`src/rtl/fc_w_buf_sched.sv`:
```
// fc_w_buf_sched: write/read scheduler for the FC weight buffer.
// Accepts one FC_SIZE-byte row per handshake and writes it into the lane RAMs,
// then replays the stored layer to the FC array as stallable read passes.
// Optional macro FC_W_SKEW_EN: lane k is offset by k rows, and each read pass
// runs N+FC_SIZE-1 addresses, so the systolic array is fed diagonally.
module fc_w_buf_sched #(
  parameter int FC_SIZE = 10,
  parameter int DEPTH   = 120
) (
  input  logic                    clk,
  input  logic                    rst_n,
  input  logic                    cfg_start_i,
  input  logic [6:0]              cfg_rows_i,
  output logic                    cfg_err_o,
  input  logic                    s_valid_i,
  output logic                    s_ready_o,
  input  logic [FC_SIZE-1:0][7:0] s_data_i,
  output logic                    buf_wren_o,
  output logic [FC_SIZE-1:0][6:0] buf_wrptr_o,
  output logic [FC_SIZE-1:0][7:0] buf_wdata_o,
  output logic                    buf_rden_o,
  output logic [6:0]              buf_rdptr_o,
  input  logic                    rd_start_i,
  input  logic                    rd_stall_i,
  output logic                    w_valid_o,
  output logic                    w_last_o,
  output logic [FC_SIZE-1:0]      w_lane_vld_o,
  output logic                    loaded_o,
  output logic                    busy_o
);
  typedef enum logic [1:0] {IDLE, LOAD, READY, READ} state_e;

  localparam logic [7:0] DEPTH8 = 8'(DEPTH);
`ifdef FC_W_SKEW_EN
  localparam logic [7:0] SKEW = 8'(FC_SIZE - 1);
`else
  localparam logic [7:0] SKEW = 8'd0;
`endif

  state_e     state_q, state_d;
  logic [6:0] n_q, n_d, wr_row_q, wr_row_d, rd_row_q, rd_row_d;
  logic       loaded_q, loaded_d;
  logic       cfg_err_q, wren_q, w_valid_q, w_last_q;
  logic [FC_SIZE-1:0][6:0] wrptr_q, wrptr_d;
  logic [FC_SIZE-1:0][7:0] wdata_q;
  logic [FC_SIZE-1:0]      lane_vld_q, lane_vld;
  logic [7:0] cfg_len, pass_len;
  logic       cfg_ok, accept, issue, last_wr, last_rd;

  // Length checks are done in 8 bits: N+FC_SIZE-1 can exceed 127.
  assign cfg_len  = {1'b0, cfg_rows_i} + SKEW;
  assign cfg_ok   = (cfg_rows_i != 7'd0) && (cfg_len <= DEPTH8);
  assign pass_len = {1'b0, n_q} + SKEW;

  assign s_ready_o = (state_q == LOAD);
  assign accept    = s_valid_i && s_ready_o;
  assign issue     = (state_q == READ) && !rd_stall_i;
  assign last_wr   = (wr_row_q == n_q - 7'd1);
  assign last_rd   = ({1'b0, rd_row_q} == pass_len - 8'd1);

  // Per-lane write address and read-data qualifier.
  for (genvar k = 0; k < FC_SIZE; k++) begin : g_lane
`ifdef FC_W_SKEW_EN
    assign wrptr_d[k]  = wr_row_q + 7'(k);
    assign lane_vld[k] = ({1'b0, rd_row_q} >= 8'(k)) &&
                         (({1'b0, rd_row_q} - 8'(k)) < {1'b0, n_q});
`else
    assign wrptr_d[k]  = wr_row_q;
    assign lane_vld[k] = 1'b1;
`endif
  end

  // Next state; a valid config start overrides everything, including a
  // read start in the same cycle.
  always_comb begin
    state_d  = state_q;
    n_d      = n_q;
    wr_row_d = wr_row_q;
    rd_row_d = rd_row_q;
    loaded_d = loaded_q;
    case (state_q)
      LOAD: if (accept) begin
        wr_row_d = wr_row_q + 7'd1;
        if (last_wr) begin
          state_d  = READY;
          loaded_d = 1'b1;
        end
      end
      READY: if (rd_start_i && !cfg_start_i) begin
        state_d  = READ;
        rd_row_d = 7'd0;
      end
      READ: if (issue) begin
        rd_row_d = rd_row_q + 7'd1;
        if (last_rd) state_d = READY;
      end
      default: ;
    endcase
    if (cfg_start_i && cfg_ok) begin
      state_d  = LOAD;
      n_d      = cfg_rows_i;
      wr_row_d = 7'd0;
      rd_row_d = 7'd0;
      loaded_d = 1'b0;
    end
  end

  // State and counter registers.
  always_ff @(posedge clk) begin
    if (!rst_n) begin
      state_q  <= IDLE;
      n_q      <= '0;
      wr_row_q <= '0;
      rd_row_q <= '0;
      loaded_q <= 1'b0;
    end else begin
      state_q  <= state_d;
      n_q      <= n_d;
      wr_row_q <= wr_row_d;
      rd_row_q <= rd_row_d;
      loaded_q <= loaded_d;
    end
  end

  // Registered write strobe/address/data and 1-cycle-delayed read qualifiers
  // that line up with the RAM read latency.
  always_ff @(posedge clk) begin
    if (!rst_n) begin
      cfg_err_q  <= 1'b0;
      wren_q     <= 1'b0;
      wrptr_q    <= '0;
      wdata_q    <= '0;
      w_valid_q  <= 1'b0;
      w_last_q   <= 1'b0;
      lane_vld_q <= '0;
    end else begin
      cfg_err_q <= cfg_start_i && !cfg_ok;
      wren_q    <= accept;
      if (accept) begin
        wrptr_q <= wrptr_d;
        wdata_q <= s_data_i;
      end
      w_valid_q  <= issue;
      w_last_q   <= issue && last_rd;
      lane_vld_q <= issue ? lane_vld : '0;
    end
  end

  assign cfg_err_o    = cfg_err_q;
  assign buf_wren_o   = wren_q;
  assign buf_wrptr_o  = wrptr_q;
  assign buf_wdata_o  = wdata_q;
  assign buf_rden_o   = issue;
  assign buf_rdptr_o  = rd_row_q;
  assign w_valid_o    = w_valid_q;
  assign w_last_o     = w_last_q;
  assign w_lane_vld_o = lane_vld_q;
  assign loaded_o     = loaded_q;
  assign busy_o       = (state_q == LOAD) || (state_q == READ);
endmodule

```
`config.mk`:
```
export PLATFORM = sky130hd
export DESIGN_NAME = fc_w_buf_sched
export DESIGN_NICKNAME = d
export VERILOG_FILES = /design/src/rtl/fc_w_buf_sched.sv
export SDC_FILE = /design/constraint.sdc
export NUM_CORES = 1
export LEC_CHECK = 0
export ABC_AREA = 1
export CAP_MARGIN = 20
export CORE_MARGIN = 1
export CORE_UTILIZATION = 40
export CTS_CLUSTER_SIZE = 16
export DETAILED_ROUTE_END_ITERATION = 12
export PLACE_DENSITY_LB_ADDON = 0.1
export REMOVE_ABC_BUFFERS = 1
export SYNTH_ARGS = -nofsm -noshare
export SYNTH_HDL_FRONTEND = slang
export SYNTH_SLANG_ARGS = --single-unit
export TNS_END_PERCENT = 50
```
`constraint.sdc`:
```
create_clock -name clk -period 4.4 [get_ports clk]
set_clock_uncertainty 0.05 [all_clocks]
set_input_delay 1.32 -clock clk [delete_from_list [all_inputs] [get_ports clk]]
set_output_delay 1.32 -clock clk [all_outputs]
set_load 0.03 [all_outputs]
```
==> metrics.cfg <==
[outcome]
status = complete, no violations

[grt]
groute.usage.overall = 0.235
grt.overflow.total = 0
grt_antenna_before_repair = 1
grt_pass1_wl_um = 23700
grt_max_degree = 80
grt_pass1_vias = 4871

[drt]
drc = 0
drt_iter0_drc = 219
ant_nets = 0
wl_per_cell_um = 14.4
drt_wl_total_um = 15100
vias_per_cell = 4.72
first_pass_iters = 4
via_count = 4957

[sta]
period_needed_ns = 4.03
fmax_ghz = 0.248
timing.final.ws_setup_ns = 0.366
hold_viol = 0
slew_headroom = 0.710
fin_crit_sh = 0.917
rsz0062_at_grt = false
finalSetupTns_ns = 0
tightest_slew_ns = 0.434
drv_slew = 0
setup_violations = 0

[setup_path]
critPathTopFamily = buffers and inverters
r2r_start = n_q[0]$_SDFFE_PN0P_
cpPeakStageDelay_ns = 0.69
critPathArrivalTime_ns = 2.66
timing.rr.end = state_q[0]$_SDFFE_PN0P_
crit_path_max_fanout = 4
critPathRequiredTime_ns = 3.03
crit_chain = clkdlybuf4s50_1 -> nor2_2 -> clkdlybuf4s50_1
reg2regPathDepth = 14
path_class = in -> out
path_common_cell = clkdlybuf4s50_1
critPathCaptureType = primary output
worst_path_max_delay_cell = clkdlybuf4s50_1
critPathBufInv = 2
start_kind = primary input
r2r_setup_slack_ns = 2.33

[finish]
area_delta_synth_final_pct = 56.0
fin_nets = 964
layout-drive-gt1-share = 0.0579
fill_cells = 1044
utilization = 0.649

[job]
maxCapViolCount = 0

[worst_hold_path]
whs_endpoint = loaded_o$_SDFFE_PP0P_
worstHoldStart = loaded_o$_SDFFE_PP0P_
whs_path_depth = 1
hp-class = reg -> reg

[floorplanning]
io_pins = 268
num_rows = 40
initial_utilization = 0.416
core_area_um2 = 12200
die_area_um2 = 13100
die_w_um = 114
die_y_um = 114

[cts]
cts_max_path_buffers = 2
clock_sinks = 115
cts_resized = 0
cts_tree = yes
cts_made_buffers = 17
hold_buffers = 0
cts-htree-levels = 4
cts.clk_slew.worst_paths_ns = 0.05
clockRootBuffer = clkbuf_16
post_cts_buffers = 0
clock_latency_ns = 0.40

[place]
detailed_place_hpwl_um = 10800
routabilityCongestion = 0.831
io_buffers = 267
post-place-ws_ns = 0.361

[pwr]
p_leak_nw = 3.20
ir_drop_mv = 0.256
pwr_density_cell_nw_per_um2 = 390

[yosys]
synth_area_leaders = dfxtp_1, nor2_1, buf_4
syn_area_per_cell_um2 = 7.42
synth_top_area_cell = dfxtp_1
ys_ff_latch = 115
syn_inst = 682
synthDistinctLibCells = 28
synth_area_um2 = 5060
synth_top_cell_area_share = 0.455
ys_seq_area_frac = 0.455
yosys_warnings = 0

-- worst register-to-register path: stages, from the launching register on --
cell and delay (ns):
dfxtp_1 0.39, inv_2 0.11, ha_1 0.31, inv_1 0.10
nand2_1 0.07, nand3_1 0.10, nand2_1 0.05, nor2_1 0.09
nand3_1 0.08, nor2_1 0.09, nand2_1 0.10, a21oi_1 0.20
nand2_1 0.09, nand2_1 0.07, a21oi_1 0.06
-- final cells by class --
class / instances / area (µm²) / share of cell area
Clock inverter: 3 / 40.0 / 0.00507
Clock buffer: 29 / 541 / 0.0685
Multi-Input combinational cell: 433 / 1970 / 0.250
Timing Repair Buffer: 272 / 2720 / 0.344
Sequential cell: 115 / 2300 / 0.292
Tap cell: 168 / 210 / 0.0266
Inverter: 29 / 109 / 0.0138
Antenna cell: 1 / 2.50 / 0.000317
-- report_power, final --
part	switching (mW)	total, mW	internal, mW
logic	0.343	0.606	0.263
registers	0.0430	1.15	1.10
clock network	0.446	1.33	0.880
total	0.833	3.08	2.25
-- cells in the mapped netlist --
library cell and count:
nor2_2 5, xnor2_1 3, clkbuf_1 20, nor2_1 188, a21oi_1 25, o41ai_2 1
nor3b_1 1, nor2_4 3, inv_2 4, nor3_1 6, o21ai_0 95, xor2_1 1
a31oi_1 1, nand4_1 6, nand2_4 2, dfxtp_1 115, nand2_2 3, buf_4 73
buf_1 2, ha_1 3, o21a_1 1, a41o_1 1, o21ai_1 3, nand3_1 25
nand2_1 59, and3_1 1, inv_1 25, buf_2 10
-- layout by cell type (no fill, tap or decap), types with 5 or more instances in the layout --
| master | instances |
|---|---|
| clkdlybuf4s50_1 | 266 |
| nor2_1 | 188 |
| dfxtp_1 | 115 |
| o21ai_0 | 95 |
| nand2_1 | 59 |
| inv_1 | 25 |
| a21oi_1 | 25 |
| nand3_1 | 25 |
| clkbuf_16 | 17 |
| clkbuf_8 | 7 |
| nor3_1 | 6 |
| nand4_1 | 6 |
| clkbuf_1 | 5 |
-- metal layers --
layer	share of wire	routed length, µm	track usage
met1	0.40	6060	0.254
met2	0.50	7620	0.404
met3	0.077	1160	0.0895
met4	0.018	265	0.115
met5	0	0	0
-- worst max path at each step --
stage / slack [ns] / depth (start not counted) / start / end
3_5_place_dp: 0.36 / 3 / rd_stall_i / buf_rden_o
3_3_place_gp: 0.38 / 3 / rd_stall_i / buf_rden_o
5_1_grt: 0.30 / 3 / rd_stall_i / buf_rden_o
4_1_cts: 0.36 / 3 / rd_stall_i / buf_rden_o
2_1_floorplan: 0.05 / 6 / s_valid_i / wr_row_q[2]$_SDFFE_PP0P_
6_report: 0.37 / 3 / rd_stall_i / buf_rden_o
-- stage by stage --
| step | power, mW | cell area, µm² | instances | hold WS, ns |
|---|---|---|---|---|
| after CTS | 3.11 | 7890 | 1049 | 0.430 |
| after global routing | 3.21 | 7900 | 1050 | 0.440 |
| after global placement | 1.77 | 7310 | 1017 | 0.404 |
| after floorplan | 1.47 | 4380 | 577 | 0.407 |
| after detailed placement | 1.77 | 7310 | 1017 | 0.409 |
| final | 3.08 | 7900 | 1050 | 0.432 |
-- flip-flops by register name, indices dropped and copies added (netlist names) --
signal / cells
buf_wren_o: 1
buf_wrptr_o: 7
n_q: 7
state_q: 2
w_lane_vld_o: 1
buf_rdptr_o: 7
wr_row_q: 7
w_last_o: 1
buf_wdata_o: 80
cfg_err_o: 1
loaded_o: 1
-- cells by family after synthesis --
family	after synthesis	share of synthesized area
flip-flops	115	0.455
AO/OA/AOI/OAI	127	0.130
AND/OR/NAND/NOR	299	0.245
adder cells (fa/ha/maj)	3	0.00742
XOR/XNOR	4	0.00693
buffers and inverters	134	0.156
No activity file was read; power rests on OpenSTA's default activity.
